File: config.mk
export PLATFORM = sky130hd
export DESIGN_NAME = sipo_deser_flat
export DESIGN_NICKNAME = d
export VERILOG_FILES = /design/src/rtl/sipo_pkg.sv /design/src/rtl/sipo_deser_if.sv /design/src/rtl/sipo_out_reg.sv /design/src/rtl/sipo_deser.sv /design/src/flat_wrapper.sv
export SDC_FILE = /design/constraint.sdc
export NUM_CORES = 1
export LEC_CHECK = 0
export ABC_AREA = 0
export CORE_ASPECT_RATIO = 0.7
export CORE_MARGIN = 2
export CORE_UTILIZATION = 40
export CTS_CLUSTER_SIZE = 12
export DETAILED_ROUTE_END_ITERATION = 12
export DONT_BUFFER_PORTS = 1
export GPL_TIMING_DRIVEN = 0
export PLACE_DENSITY = 0.51
export SETUP_SLACK_MARGIN = 0.2
export SLEW_MARGIN = 20
export SYNTH_ARGS = -nofsm -noshare
export SYNTH_HDL_FRONTEND = slang
export SYNTH_SLANG_ARGS = --single-unit
File: constraint.sdc
create_clock -name clk -period 3.7 [get_ports clk]
set_input_delay 0.555 -clock clk [delete_from_list [all_inputs] [get_ports clk]]
set_output_delay 0.555 -clock clk [all_outputs]
set_load 0.1 [all_outputs]
File: src/rtl/sipo_pkg.sv
// Shared types and constants for the serial-to-parallel deserializer.
// SIPO_PARITY_EN adds a trailing even-parity bit to every frame.
package sipo_pkg;

  typedef enum logic {FILL = 1'b0, FULL = 1'b1} state_t;

`ifdef SIPO_PARITY_EN
  localparam int PAR_BITS = 1;
`else
  localparam int PAR_BITS = 0;
`endif

  // Wide enough to count a full frame, including the optional parity bit.
  function automatic int cnt_width(input int w);
    return $clog2(w + 2);
  endfunction

endpackage

File: src/rtl/sipo_deser_if.sv
// Serial-in / word-out handshake bundle; slave is the deserializer side.
// m_perr exists only when SIPO_PARITY_EN is defined.
interface sipo_deser_if #(parameter int WIDTH = 8);
  logic             s_valid;
  logic             s_data;
  logic             s_ready;
  logic             sync;
  logic [WIDTH-1:0] m_data;
  logic             m_valid;
  logic             m_ready;
`ifdef SIPO_PARITY_EN
  logic             m_perr;

  modport master (output s_valid, s_data, sync, m_ready,
                  input  s_ready, m_data, m_valid, m_perr);
  modport slave  (input  s_valid, s_data, sync, m_ready,
                  output s_ready, m_data, m_valid, m_perr);
`else
  modport master (output s_valid, s_data, sync, m_ready,
                  input  s_ready, m_data, m_valid);
  modport slave  (input  s_valid, s_data, sync, m_ready,
                  output s_ready, m_data, m_valid);
`endif
endinterface

File: src/rtl/sipo_out_reg.sv
// Single-entry valid/ready holding register for completed words.
// A load in the same cycle as a consume keeps m_valid set.
module sipo_out_reg #(
  parameter int DW = 8
) (
  input  logic          clk,
  input  logic          rst,
  input  logic          load,
  input  logic [DW-1:0] din,
  input  logic          m_ready,
  output logic [DW-1:0] m_data,
  output logic          m_valid,
  output logic          slot_free
);

  assign slot_free = !m_valid || m_ready;

  always_ff @(posedge clk) begin
    if (rst) begin
      m_data  <= '0;
      m_valid <= 1'b0;
    end else if (load) begin
      m_data  <= din;
      m_valid <= 1'b1;
    end else if (m_ready) begin
      m_valid <= 1'b0;
    end
  end

endmodule

File: src/rtl/sipo_deser.sv
// Parametrised serial-to-parallel deserializer with frame resync.
// Define SIPO_PARITY_EN to append an even-parity bit and report m_perr.
module sipo_deser
  import sipo_pkg::*;
#(
  parameter int WIDTH     = 8,
  parameter bit MSB_FIRST = 1'b1
) (
  input logic        clk,
  input logic        rst,
  sipo_deser_if.slave bus
);

  localparam int FRAME = WIDTH + PAR_BITS;
  localparam int CW    = cnt_width(WIDTH);
  localparam int DW    = WIDTH + PAR_BITS;

  logic [FRAME-1:0] sh, sh_nxt, word_src;
  logic [CW-1:0]    cnt;
  logic [WIDTH-1:0] word;
  logic [DW-1:0]    din, q;
  state_t           state;
  logic             acc, last, slot_free, load;

  // FULL is simply a counter sitting at FRAME while the output slot is busy.
  assign state       = (cnt == CW'(FRAME)) ? FULL : FILL;
  assign bus.s_ready = !rst && (state == FILL);
  assign acc         = bus.s_valid && bus.s_ready;
  assign last        = (cnt == CW'(FRAME - 1)) && !bus.sync;

  assign sh_nxt = MSB_FIRST ? {sh[FRAME-2:0], bus.s_data}
                            : {bus.s_data, sh[FRAME-1:1]};

  // Completing in FILL forwards the incoming bit directly, so there is no bubble.
  assign word_src = (state == FULL) ? sh : sh_nxt;
  assign word     = MSB_FIRST ? word_src[FRAME-1:PAR_BITS] : word_src[WIDTH-1:0];

`ifdef SIPO_PARITY_EN
  logic par;
  assign par = MSB_FIRST ? word_src[0] : word_src[FRAME-1];
  assign din = {(^word) ^ par, word};
`else
  assign din = word;
`endif

  assign load = slot_free && ((state == FULL) || (acc && last));

  always_ff @(posedge clk) begin
    if (rst) begin
      sh  <= '0;
      cnt <= '0;
    end else if (state == FULL) begin
      if (slot_free) cnt <= '0;
    end else begin
      if (acc) sh <= sh_nxt;
      // Old partial bits need no clearing: a full frame shifts them all out.
      if (bus.sync)
        cnt <= acc ? CW'(1) : '0;
      else if (acc)
        cnt <= (last && slot_free) ? '0 : cnt + CW'(1);
    end
  end

  sipo_out_reg #(.DW(DW)) u_out (
    .clk       (clk),
    .rst       (rst),
    .load      (load),
    .din       (din),
    .m_ready   (bus.m_ready),
    .m_data    (q),
    .m_valid   (bus.m_valid),
    .slot_free (slot_free)
  );

  assign bus.m_data = q[WIDTH-1:0];
`ifdef SIPO_PARITY_EN
  assign bus.m_perr = q[WIDTH];
`endif

endmodule

File: src/flat_wrapper.sv
// flat-port wrapper written by rule: the top's interface ports become plain ports
module sipo_deser_flat import sipo_pkg::*;
#(
  parameter int WIDTH     = 8,
  parameter bit MSB_FIRST = 1'b1
)
  (clk, rst, bus_s_valid, bus_s_data, bus_sync, bus_m_ready, bus_s_ready, bus_m_data, bus_m_valid);
  sipo_deser_if #(.WIDTH(WIDTH)) bus_i ();
  input logic clk;
  input logic rst;
  input wire logic [$bits(bus_i.s_valid)-1:0] bus_s_valid;
  input wire logic [$bits(bus_i.s_data)-1:0] bus_s_data;
  input wire logic [$bits(bus_i.sync)-1:0] bus_sync;
  input wire logic [$bits(bus_i.m_ready)-1:0] bus_m_ready;
  output wire logic [$bits(bus_i.s_ready)-1:0] bus_s_ready;
  output wire logic [$bits(bus_i.m_data)-1:0] bus_m_data;
  output wire logic [$bits(bus_i.m_valid)-1:0] bus_m_valid;
  assign bus_i.s_valid = bus_s_valid;
  assign bus_i.s_data = bus_s_data;
  assign bus_i.sync = bus_sync;
  assign bus_i.m_ready = bus_m_ready;
  assign bus_s_ready = bus_i.s_ready;
  assign bus_m_data = bus_i.m_data;
  assign bus_m_valid = bus_i.m_valid;
  sipo_deser #(.WIDTH(WIDTH), .MSB_FIRST(MSB_FIRST)) u_core (.clk(clk), .rst(rst), .bus(bus_i));
endmodule
## After elaboration in Yosys (flattened, before gate mapping)

Cells that the tools add are included.

| storage, ports and cells | value |
|---|---|
| flip-flop bits (word level) | 21 |
| input port bits | 6 |
| word-level logic and storage cells | 34 |
| output and inout bits | 10 |

| cells by class | value |
|---|---|
| eq/ne operators | 3 |
| mux-type cells | 10 |
| bitwise operators | 1 |
| reduce and logical (&&, ||, !) cells | 15 |
| $add $sub $neg | 1 |

Operators with widths:

| kind | number |
|---|---|
| two-way mux 4 bit | 5 |
| two-way mux 8 bit | 1 |
| logical AND 1 bit | 6 |
| adder 4 x 1 -> 4 bit, second input constant | 1 |
| equality test 4 x 3 -> 1 bit, second input constant | 1 |
| equality test 4 bit, second input constant | 1 |
| two-way mux 1 bit | 4 |
| AND reduction 2 bit | 2 |
| logical NOT 1 bit | 3 |
| nonzero test 3 bit | 1 |
| logical OR 1 bit | 2 |
| inequality test 2 bit, second input constant | 1 |
| nonzero test 2 bit | 1 |
| inverter 1 bit | 1 |

## Logic depth before layout (Yosys ltp)

Gate-level depths: netlist (run 1).

| logic depth | value |
|---|---|
| depth after elaboration | 9 |
| gate-level depth with buffers | 8 |
| mapped depth without buffers | 6 |

## Modules after synthesis

Synthesis (run 1) repeated with hierarchy kept, for this count alone.

| second synthesis, totals | value |
|---|---|
| cell total of the unflattened synthesis | 125 |
| area total of the unflattened synthesis | 988.4 µm² |

By module, submodules not included:

| module | area each (µm²) | instances | sequential area each (µm²) | cells each |
|---|---|---|---|---|
| sipo_deser | 666.9 | 1 | 240.2 | 95 |
| sipo_out_reg | 321.6 | 1 | 180.2 | 30 |

## Least setup slack after synthesis (run 1)

OpenSTA, ideal clock, no wires.

| timing | value |
|---|---|
| path kind | input to output |
| start point | input port rst |
| end point | output port bus_s_ready |
| arrival time | 2.206 ns |
| path buffers | 2 |
| slack | 0.939 ns |
| cell stages on the path | 3 |
| cells stage by stage | clkbuf_1 -> clkbuf_1 -> nor2_1 |

| between the ends | value |
|---|---|
| word-level cells in the longest chain between the ends | 2 |

RTL lines:

| what | RTL line | text |
|---|---|---|
| from (decl) | flat_wrapper.sv:10 | `input logic rst;` |
| logical NOT 1 bit | sipo_deser.sv:27 | `assign bus.s_ready = !rst && (state == FILL);` |
| logical AND 1 bit | sipo_deser.sv:27 |  |
| to (decl) | flat_wrapper.sv:15 | `output wire logic [$bits(bus_i.s_ready)-1:0] bus_s_ready;` |

No other way between the ends.

## Final worst setup path (run 1)

| timing | value |
|---|---|
| start point | register u_core.cnt[0] |
| end point | output port bus_s_ready |

| between the ends | value |
|---|---|
| word-level cells in the longest chain between the ends | 4 |

RTL lines:

| what | RTL line | text |
|---|---|---|
| from (decl) | sipo_deser.sv:19 | `logic [CW-1:0] cnt;` |
| from (signal assigned) | sipo_deser.sv:58 | `cnt <= acc ? CW'(1) : '0;` |
| from (signal assigned) | sipo_deser.sv:60 | `cnt <= (last && slot_free) ? '0 : cnt + CW'(1);` |
| equality test 4 bit | sipo_deser.sv:26 | `assign state = (cnt == CW'(FRAME)) ? FULL : FILL;` |
| two-way mux 1 bit | sipo_deser.sv:26 |  |
| inverter 1 bit | sipo_deser.sv:27 |  |
| logical AND 1 bit | sipo_deser.sv:27 |  |

No other way between the ends.

==> results.ini, run 1 <==
[outcome]
outcome = finished clean

[final_layout]
layout_common_cells = 21 x dfxtp_1, 16 x a211oi_1, 11 x nand2_1
layout-drive-gt1-share = 0.1161
synthToLayoutAreaGrowth_pct = 7.037
diodes = 0
final_cell_count_no_fill = 146
utilization = 0.4446
nNetsFinal = 121
fillers = 251
final_common_cell = dfxtp_1

[cts]
post-cts-setup-buffers = 0
cts_sinks = 21
cts.clk_slew.worst_paths_ns = 0.11
insertion_delay_ns = 0.30
htree_levels = 1
cts_tree = built
cts-root-buf = clkbuf_4
cts_buffers = 3
cts_resized = 0
cts_hold_buf = 0
clock_path_buffers = 2

[floorplan]
std_cell_rows = 15
io_pins = 16
core_um2 = 2440
die_area_um2 = 2959
die_w_um = 64.16
initial_core_util = 0.4154
die_h_um = 46.12

[worst_setup_path]
criticalPathCategory = flop to output pin
crit_chain = inv_1, ha_1, and3b_1, buf_6, nor2_2
cp-start-kind = flop
r2r_end = u_core.u_out.m_data[3]
critical_path.top_delay_family = simple AND/OR/NAND/NOR gates
cp_max_fo = 10
reg2reg_depth = 5
worst_path_largest_cell_delay_ns = 0.81
end_kind = output pin
cp_num_buf_inv = 2
r2r_slack_ns = 1.45
worstPathRequired_ns = 3.14
regToRegStartpoint = u_core.u_out.m_valid
critical_path.slowest_cell = nor2_2
cp.arrival_ns = 2.13

[synth]
yosysTopAreaCellShare = 0.4148
async_reset_ff_frac = 0
yosysWarnings = 0
synth_cell_types = 28
ys_seq_area_frac = 0.4148
synth-edff-count = 0
ys_ff_latch = 21
ys_top_cells_by_area = dfxtp_1 41%, a211oi_1 12%, mux2i_1 7.9%, nand2b_1 4.9%, nand2_1 4.1%
syn_area_per_cell_um2 = 9.384
synth_nets = 116
netlist_area_um2 = 1013
synth_ff_type = dfxtp_1
synthCells = 108
synth.largest_area_cell = dfxtp_1

[detailed_routing]
wl_per_cell_um = 14.39
wl_met1_mm = 1.149
initialDrtViolationCount = 46
viasPerCell = 5.240
vias = 765
firstDrtPassIters = 4
routed.top_layer = met4
dr_wl_met3_um = 91
wl_mm = 2.101
drtAntennaViolNets = 0
wl_met2_um = 846
route.detailed.drc = 0

[placed_design]
placed_cells = 142
place_congestion = 0.7505
dp_hpwl_mm = 1.554
portBuffers = 0

[hold_path]
whs_endpoint = u_core.cnt[2]
hold_path.startpoint = bus_sync
hold_path_class = primary input to flop
min_path_cells = 1

[global_routing]
grtUsageTotal = 0.1640
overflow = 0
grt_pass1_wl_mm = 3.594
grt_pass1_vias = 726
antenna_found_initial = 0
grt_max_degree = 12

[sta]
worst-slew-pin-transition_ns = 1.073
finalCritPeriodShare = 0.7243
fmax_mhz = 373.1
finalSetupViolCount = 0
hold_violations = 0
min_period_ns = 2.680
grt_setup_unrepaired = false
finalSetupTns_ns = 0
fin_skew_ns = 0.004075
max-slew-margin-rel = 0.2839
maxSlewViolCount = 0

[pwr]
cellLeakagePower_nw = 0.3755
power_density_nw_per_um2 = 337.2
vdd.ir_drop.worst_uv = 119.6

[flow_run]
drv_cap = 0

-- report_power, final --
group          internal (mW)  switching, mW
registers              0.229        0.00283
logic                0.00895         0.0161
clock network         0.0420         0.0673
-- synth_stat cells (all sizes together), types with 2 or more instances --
cell type   n
dfxtp      21
a211oi     18
nand2      11
mux2i       8
nand2b      8
o21ai       8
buf         4
nor2        4
clkbuf      3
inv         3
a21o        2
a21oi       2
ha          2
nand3       2
nor3        2
-- sequential cells by signal, indices dropped and copies added, names as in the netlist --
register,count
u_core.u_out.m_valid,1
u_core.sh,8
u_core.u_out.m_data,8
u_core.cnt,4
-- worst register-to-register path: stages (launching register included) --
cell and delay, ns:
dfxtp_1 0.96, nor2b_1 0.38, nor2_1 0.11, clkbuf_1 0.25
a211oi_1 0.35, a211oi_2 0.07
-- area by class of cell --
type / count / area, µm² / area share
buffer: 7 / 46.29 / 0.04268
clock buffer: 4 / 26.28 / 0.02422
inverter: 3 / 11.26 / 0.01038
multi-input combinational: 77 / 538.0 / 0.4960
sequential: 21 / 420.4 / 0.3875
tap: 34 / 42.54 / 0.03922
-- per-layer routing --
| metal | up-vias | track usage |
|---|---|---|
| met1 | 348 | 0.2380 |
| met4 | 0 | 0.03830 |
| met2 | 19 | 0.2333 |
| met5 | - | 0 |
| met3 | 2 | 0.05623 |
| li1 | 396 | - |
-- cell families after synthesis --
kind of cell	Yosys count	share of synthesized area
compound gates	33	0.2358
fa+ha+maj	2	0.02469
buf+inv	10	0.05678
flops	21	0.4148
mux	8	0.07902
simple gates	34	0.1889
-- worst max path at each step --
stage                  startpoint           to  slack (ns)  cells after the start
floorplan                     rst  bus_s_ready        0.94                      3
detailed placement            rst  bus_s_ready        1.21                      3
global placement              rst  bus_s_ready        0.74                      3
global route        u_core.cnt[0]  bus_s_ready        0.91                      5
finish              u_core.cnt[0]  bus_s_ready        1.02                      5
CTS                 u_core.cnt[0]  bus_s_ready        1.00                      5
-- stage by stage --
stage          cell area, µm²  hold WS [ns]  worst slack (ns)  total power [mW]
3_3_place_gp             1056        0.4645            0.7375            0.2614
3_5_place_dp             1059        0.4723             1.206            0.2619
5_1_grt                  1085        0.2958            0.9065            0.3818
2_1_floorplan            1013        0.4491            0.9391            0.2566
6_report                 1085        0.3157             1.020            0.3658
4_1_cts                  1085        0.3052             1.005            0.3705
No activity file was read; power rests on OpenSTA's default activity.
==> run 2, diff against run 1 <==
Clock period 3.7 ns to 2.48 ns, I/O delays scaled along.
==> results.ini, run 2 (synthesized netlist as in run 1, its figures left out) <==
[final_layout]
layout-drive-gt1-share = 0.1339
final_common_cell = dfxtp_1
nNetsFinal = 121
synthToLayoutAreaGrowth_pct = 7.778
reg.largest.list = u_core.sh: 8 flops, u_core.u_out.m_data: 8 flops, u_core.cnt: 4 flops
layout_common_cells = 19 x dfxtp_1, 16 x a211oi_1, 11 x nand2_1
diodes = 0

[detailed_routing]
wl_mm = 2.181
vias = 778
viasPerCell = 5.329
initialDrtViolationCount = 63
drtAntennaViolNets = 0
firstDrtPassIters = 4
wl_per_cell_um = 14.94
route.detailed.drc = 0

[cts]
cts_tree = built
clock_path_buffers = 2
cts-root-buf = clkbuf_4
cts_hold_buf = 0
insertion_delay_ns = 0.31
cts_buffers = 3
cts_sinks = 21
htree_levels = 1
cts.clk_slew.worst_paths_ns = 0.12

[global_routing]
grtUsageTotal = 0.1654
overflow = 0
antenna_found_initial = 0
grt_pass1_wl_mm = 3.594
grt_pass1_vias = 689
grt_max_degree = 12

[worst_setup_path]
worstPathRequired_ns = 2.11
end_kind = output pin
criticalPathCategory = flop to output pin
cp_num_buf_inv = 2
crit_chain = inv_1, ha_1, and3b_1, buf_6, nor2_4
cp.arrival_ns = 1.79
cp-start-kind = flop
critical_path.slowest_cell = nor2_4
critical_path.top_delay_family = simple AND/OR/NAND/NOR gates
cp_max_fo = 10
worst_path_largest_cell_delay_ns = 0.51

[placed_design]
dp_hpwl_mm = 1.593
portBuffers = 0
place_congestion = 0.8020

[sta]
fmax_mhz = 463.3
finalCritPeriodShare = 0.8704
hold_violations = 0
fin_skew_ns = 0.01216
min_period_ns = 2.158
worst-slew-pin-transition_ns = 0.9761
finalSetupViolCount = 0
grt_setup_unrepaired = false
finalSetupTns_ns = 0
max-slew-margin-rel = 0.3484
whs_ns = 0.1210
maxSlewViolCount = 0

[pwr]
cellLeakagePower_nw = 0.3784
vdd.ir_drop.worst_uv = 287.4
power_density_nw_per_um2 = 504.4

[hold_path]
hold_path_class = primary input to flop

[floorplan]
core_um2 = 2440
io_pins = 16
die_w_um = 64.16
die_area_um2 = 2959
initial_core_util = 0.4154
die_h_um = 46.12
std_cell_rows = 15

[flow_run]
drv_cap = 0

[outcome]
outcome = finished clean

-- run 2: changes by cell type in the layout (fill, tap and decap cells not counted) --
cell / previous run / this run
dfxtp_1: 21 / 19
dfxtp_2: 0 / 2
nor2_4: 0 / 1
nor2_2: 1 / 0
-- run 2: cell type report --
| class | count | area, µm² |
|---|---|---|
| buffer | 7 | 46.29 |
| clock buffer | 4 | 26.28 |
| fill | 248 | 1348 |
| inverter | 3 | 11.26 |
| multi-input combinational | 77 | 543.0 |
| sequential | 21 | 422.9 |
| tap | 34 | 42.54 |
-- run 2: final timing paths --
kind,to,depth (start not counted),slack [ns],from
min reg2reg,u_core.sh[7],2,0.50,u_core.sh[7]
max,bus_s_ready,5,0.32,u_core.cnt[1]
min,u_core.cnt[2],1,0.12,bus_sync
max reg2reg,u_core.u_out.m_data[2],8,0.51,u_core.cnt[1]
-- run 2: report_power, final --
group          total, mW  switching, mW  leakage [nW]  internal, mW
clock              0.167          0.104        0.0150        0.0627
sequential         0.346        0.00431         0.171         0.341
combinational     0.0383         0.0248         0.193        0.0135
total              0.551          0.133         0.378         0.418
-- run 2: metal layers --
| layer | share of wire | global-route usage |
|---|---|---|
| met5 | 0 | 0 |
| met2 | 0.39 | 0.2167 |
| met4 | 0 | 0.02553 |
| met3 | 0.046 | 0.07335 |
| met1 | 0.56 | 0.2478 |
-- run 2: per-stage QoR --
step                setup WS [ns]  power, mW  instances  cell area, µm²    util
floorplan                  0.4126     0.3831        108            1016       -
CTS                        0.2246     0.5566        146            1090  0.4467
finish                     0.3215     0.5510        146            1092  0.4477
global route               0.2118     0.5752        146            1092  0.4477
global placement           0.2920     0.3907        142            1059  0.4338
detailed placement         0.2514     0.3916        142            1059  0.4338
-- run 2: worst reg2reg max path: stages, from the launching register on --
cell and delay (ns):
dfxtp_1 0.39, inv_1 0.06, ha_1 0.20, and3b_1 0.18, buf_6 0.15, nor3b_4 0.40
buf_6 0.20, a211oi_1 0.08, a211oi_2 0.25
-- run 2: what timing repair did --
item                       CTS  global route
buffers inserted             0             0
pin swaps                    0             1
resized for setup            1             2
setup endpoints to repair    1            11
gates cloned                 0             0
==> run 3, diff against run 2 <==
Settings changed: RECOVER_POWER from default to 100.
==> results.ini, run 3 (synthesized netlist as in run 1, its figures left out) <==
[worst_setup_path]
cp-start-kind = flop
end_kind = flop
worstPathRequired_ns = 2.66
r2r_slack_ns = 0.30
criticalPathCategory = flop to flop
worst_path_largest_cell_delay_ns = 0.55
cp.arrival_ns = 2.36
cp_max_fo = 10
critical_path.slowest_cell = nor3b_2
crit_chain = inv_1, ha_1, and3b_1, buf_6, nor3b_2, clkbuf_1, o21ai_0

[detailed_routing]
wl_mm = 2.180
firstDrtPassIters = 4
initialDrtViolationCount = 54
drtAntennaViolNets = 0
route.detailed.drc = 0
wl_per_cell_um = 14.93
vias = 786
viasPerCell = 5.384

[final_layout]
layout-drive-gt1-share = 0.1161
layout_common_cells = 19 x dfxtp_1, 17 x a211oi_1, 11 x nand2_1
nNetsFinal = 121
reg.largest.list = u_core.sh: 8 flops, u_core.u_out.m_data: 8 flops, u_core.cnt: 4 flops
synthToLayoutAreaGrowth_pct = 6.296
diodes = 0
final_common_cell = dfxtp_1

[placed_design]
place_congestion = 0.8020
place_ws_ns = 0.2514
portBuffers = 0
dp_hpwl_mm = 1.593

[sta]
fin_skew_ns = 0.01126
max-slew-margin-rel = 0.3476
maxSlewViolCount = 0
grt_setup_unrepaired = false
whs_ns = 0.1212
min_period_ns = 2.182
finalCritPeriodShare = 0.8800
finalSetupViolCount = 0
fmax_mhz = 458.2
finalSetupTns_ns = 0
setup_ws_ns = 0.2976
worst-slew-pin-transition_ns = 0.9772
hold_violations = 0

[global_routing]
grt_max_degree = 12
antenna_found_initial = 0
overflow = 0
grt_pass1_wl_mm = 3.594
grt_pass1_vias = 689
grtUsageTotal = 0.1654

[outcome]
outcome = finished clean

[cts]
cts_sinks = 21
cts.clk_slew.worst_paths_ns = 0.12
htree_levels = 1
insertion_delay_ns = 0.31
cts_hold_buf = 0
cts-root-buf = clkbuf_4
cts_tree = built
clock_path_buffers = 2
post-cts-setup-buffers = 0
cts_buffers = 3

[floorplan]
die_area_um2 = 2959
die_h_um = 46.12
die_w_um = 64.16
std_cell_rows = 15
core_um2 = 2440
io_pins = 16
initial_core_util = 0.4154

[pwr]
cellInternalPower_mw = 0.4165
vdd.ir_drop.worst_uv = 289.1
power.switching_mw = 0.1342
swShare = 0.2437
clockPowerShare = 0.305
cellLeakagePower_nw = 0.3724
seqPwrFrac = 0.628
combPwrFrac = 0.067
power_density_nw_per_um2 = 511.2
finalPower_mw = 0.5507

[flow_run]
drv_cap = 0

[hold_path]
hold_path_class = primary input to flop

run 3: cell types whose count changed in the layout (fill, tap and decap cells not counted):
cell,change
nor3b_2,+1
nor3b_4,-1
buf_2,-1
a211oi_1,+1
a211oi_2,-1
buf_4,-1
clkbuf_2,+1
clkbuf_1,+1
run 3: critical path, delay by kind of cell, from the launching register on:
kind / cells / cell delay [ns]
AO/OA/AOI/OAI: 1 / 0.15
flip-flops: 1 / 0.39
buffers and inverters: 3 / 0.60
AND/OR/NAND/NOR: 2 / 0.73
adder cells (fa/ha/maj): 1 / 0.20
run 3: final timing paths:
path	to	cells past startpoint	from
setup / recovery	u_core.sh[2]	7	u_core.cnt[1]
hold / removal	u_core.cnt[2]	1	bus_sync
setup reg to reg	u_core.sh[2]	7	u_core.cnt[1]
hold reg to reg	u_core.sh[7]	2	u_core.sh[7]
run 3: final cells by class:
| type | count | area [µm²] |
|---|---|---|
| Fill cell | 249 | 1363 |
| Multi-Input combinational cell | 77 | 531.8 |
| Inverter | 3 | 11.26 |
| Tap cell | 34 | 42.54 |
| Sequential cell | 21 | 422.9 |
| Clock buffer | 4 | 26.28 |
| Buffer | 7 | 42.54 |
run 3: through the flow:
stage / instances / instance area (µm²) / utilization
finish: 146 / 1077 / 0.4415
global route: 146 / 1077 / 0.4415
CTS: 146 / 1090 / 0.4467
detailed placement: 142 / 1059 / 0.4338
global placement: 142 / 1059 / 0.4338
floorplan: 108 / 1016 / -
run 3: layer usage:
metal	up-vias	part of all wire	GRT usage
met5	-	0	0
met4	0	0	0.02553
met3	0	0.046	0.07335
met2	13	0.39	0.2167
met1	375	0.56	0.2478
li1	398	-	-
run 3: what timing repair did:
item | CTS | global route
pin swaps | 0 | 1
resized for setup | 1 | 2
endpoints found under the setup margin | 1 | 11
run 3: power groups by stage:
stage,combinational [mW],sequential [mW],clock [mW]
3_3_place_gp,0.0378,0.353,0
4_1_cts,0.0393,0.346,0.172
6_report,0.0372,0.346,0.168
5_1_grt,0.0413,0.347,0.186
3_5_place_dp,0.0384,0.353,0
2_1_floorplan,0.0312,0.352,0
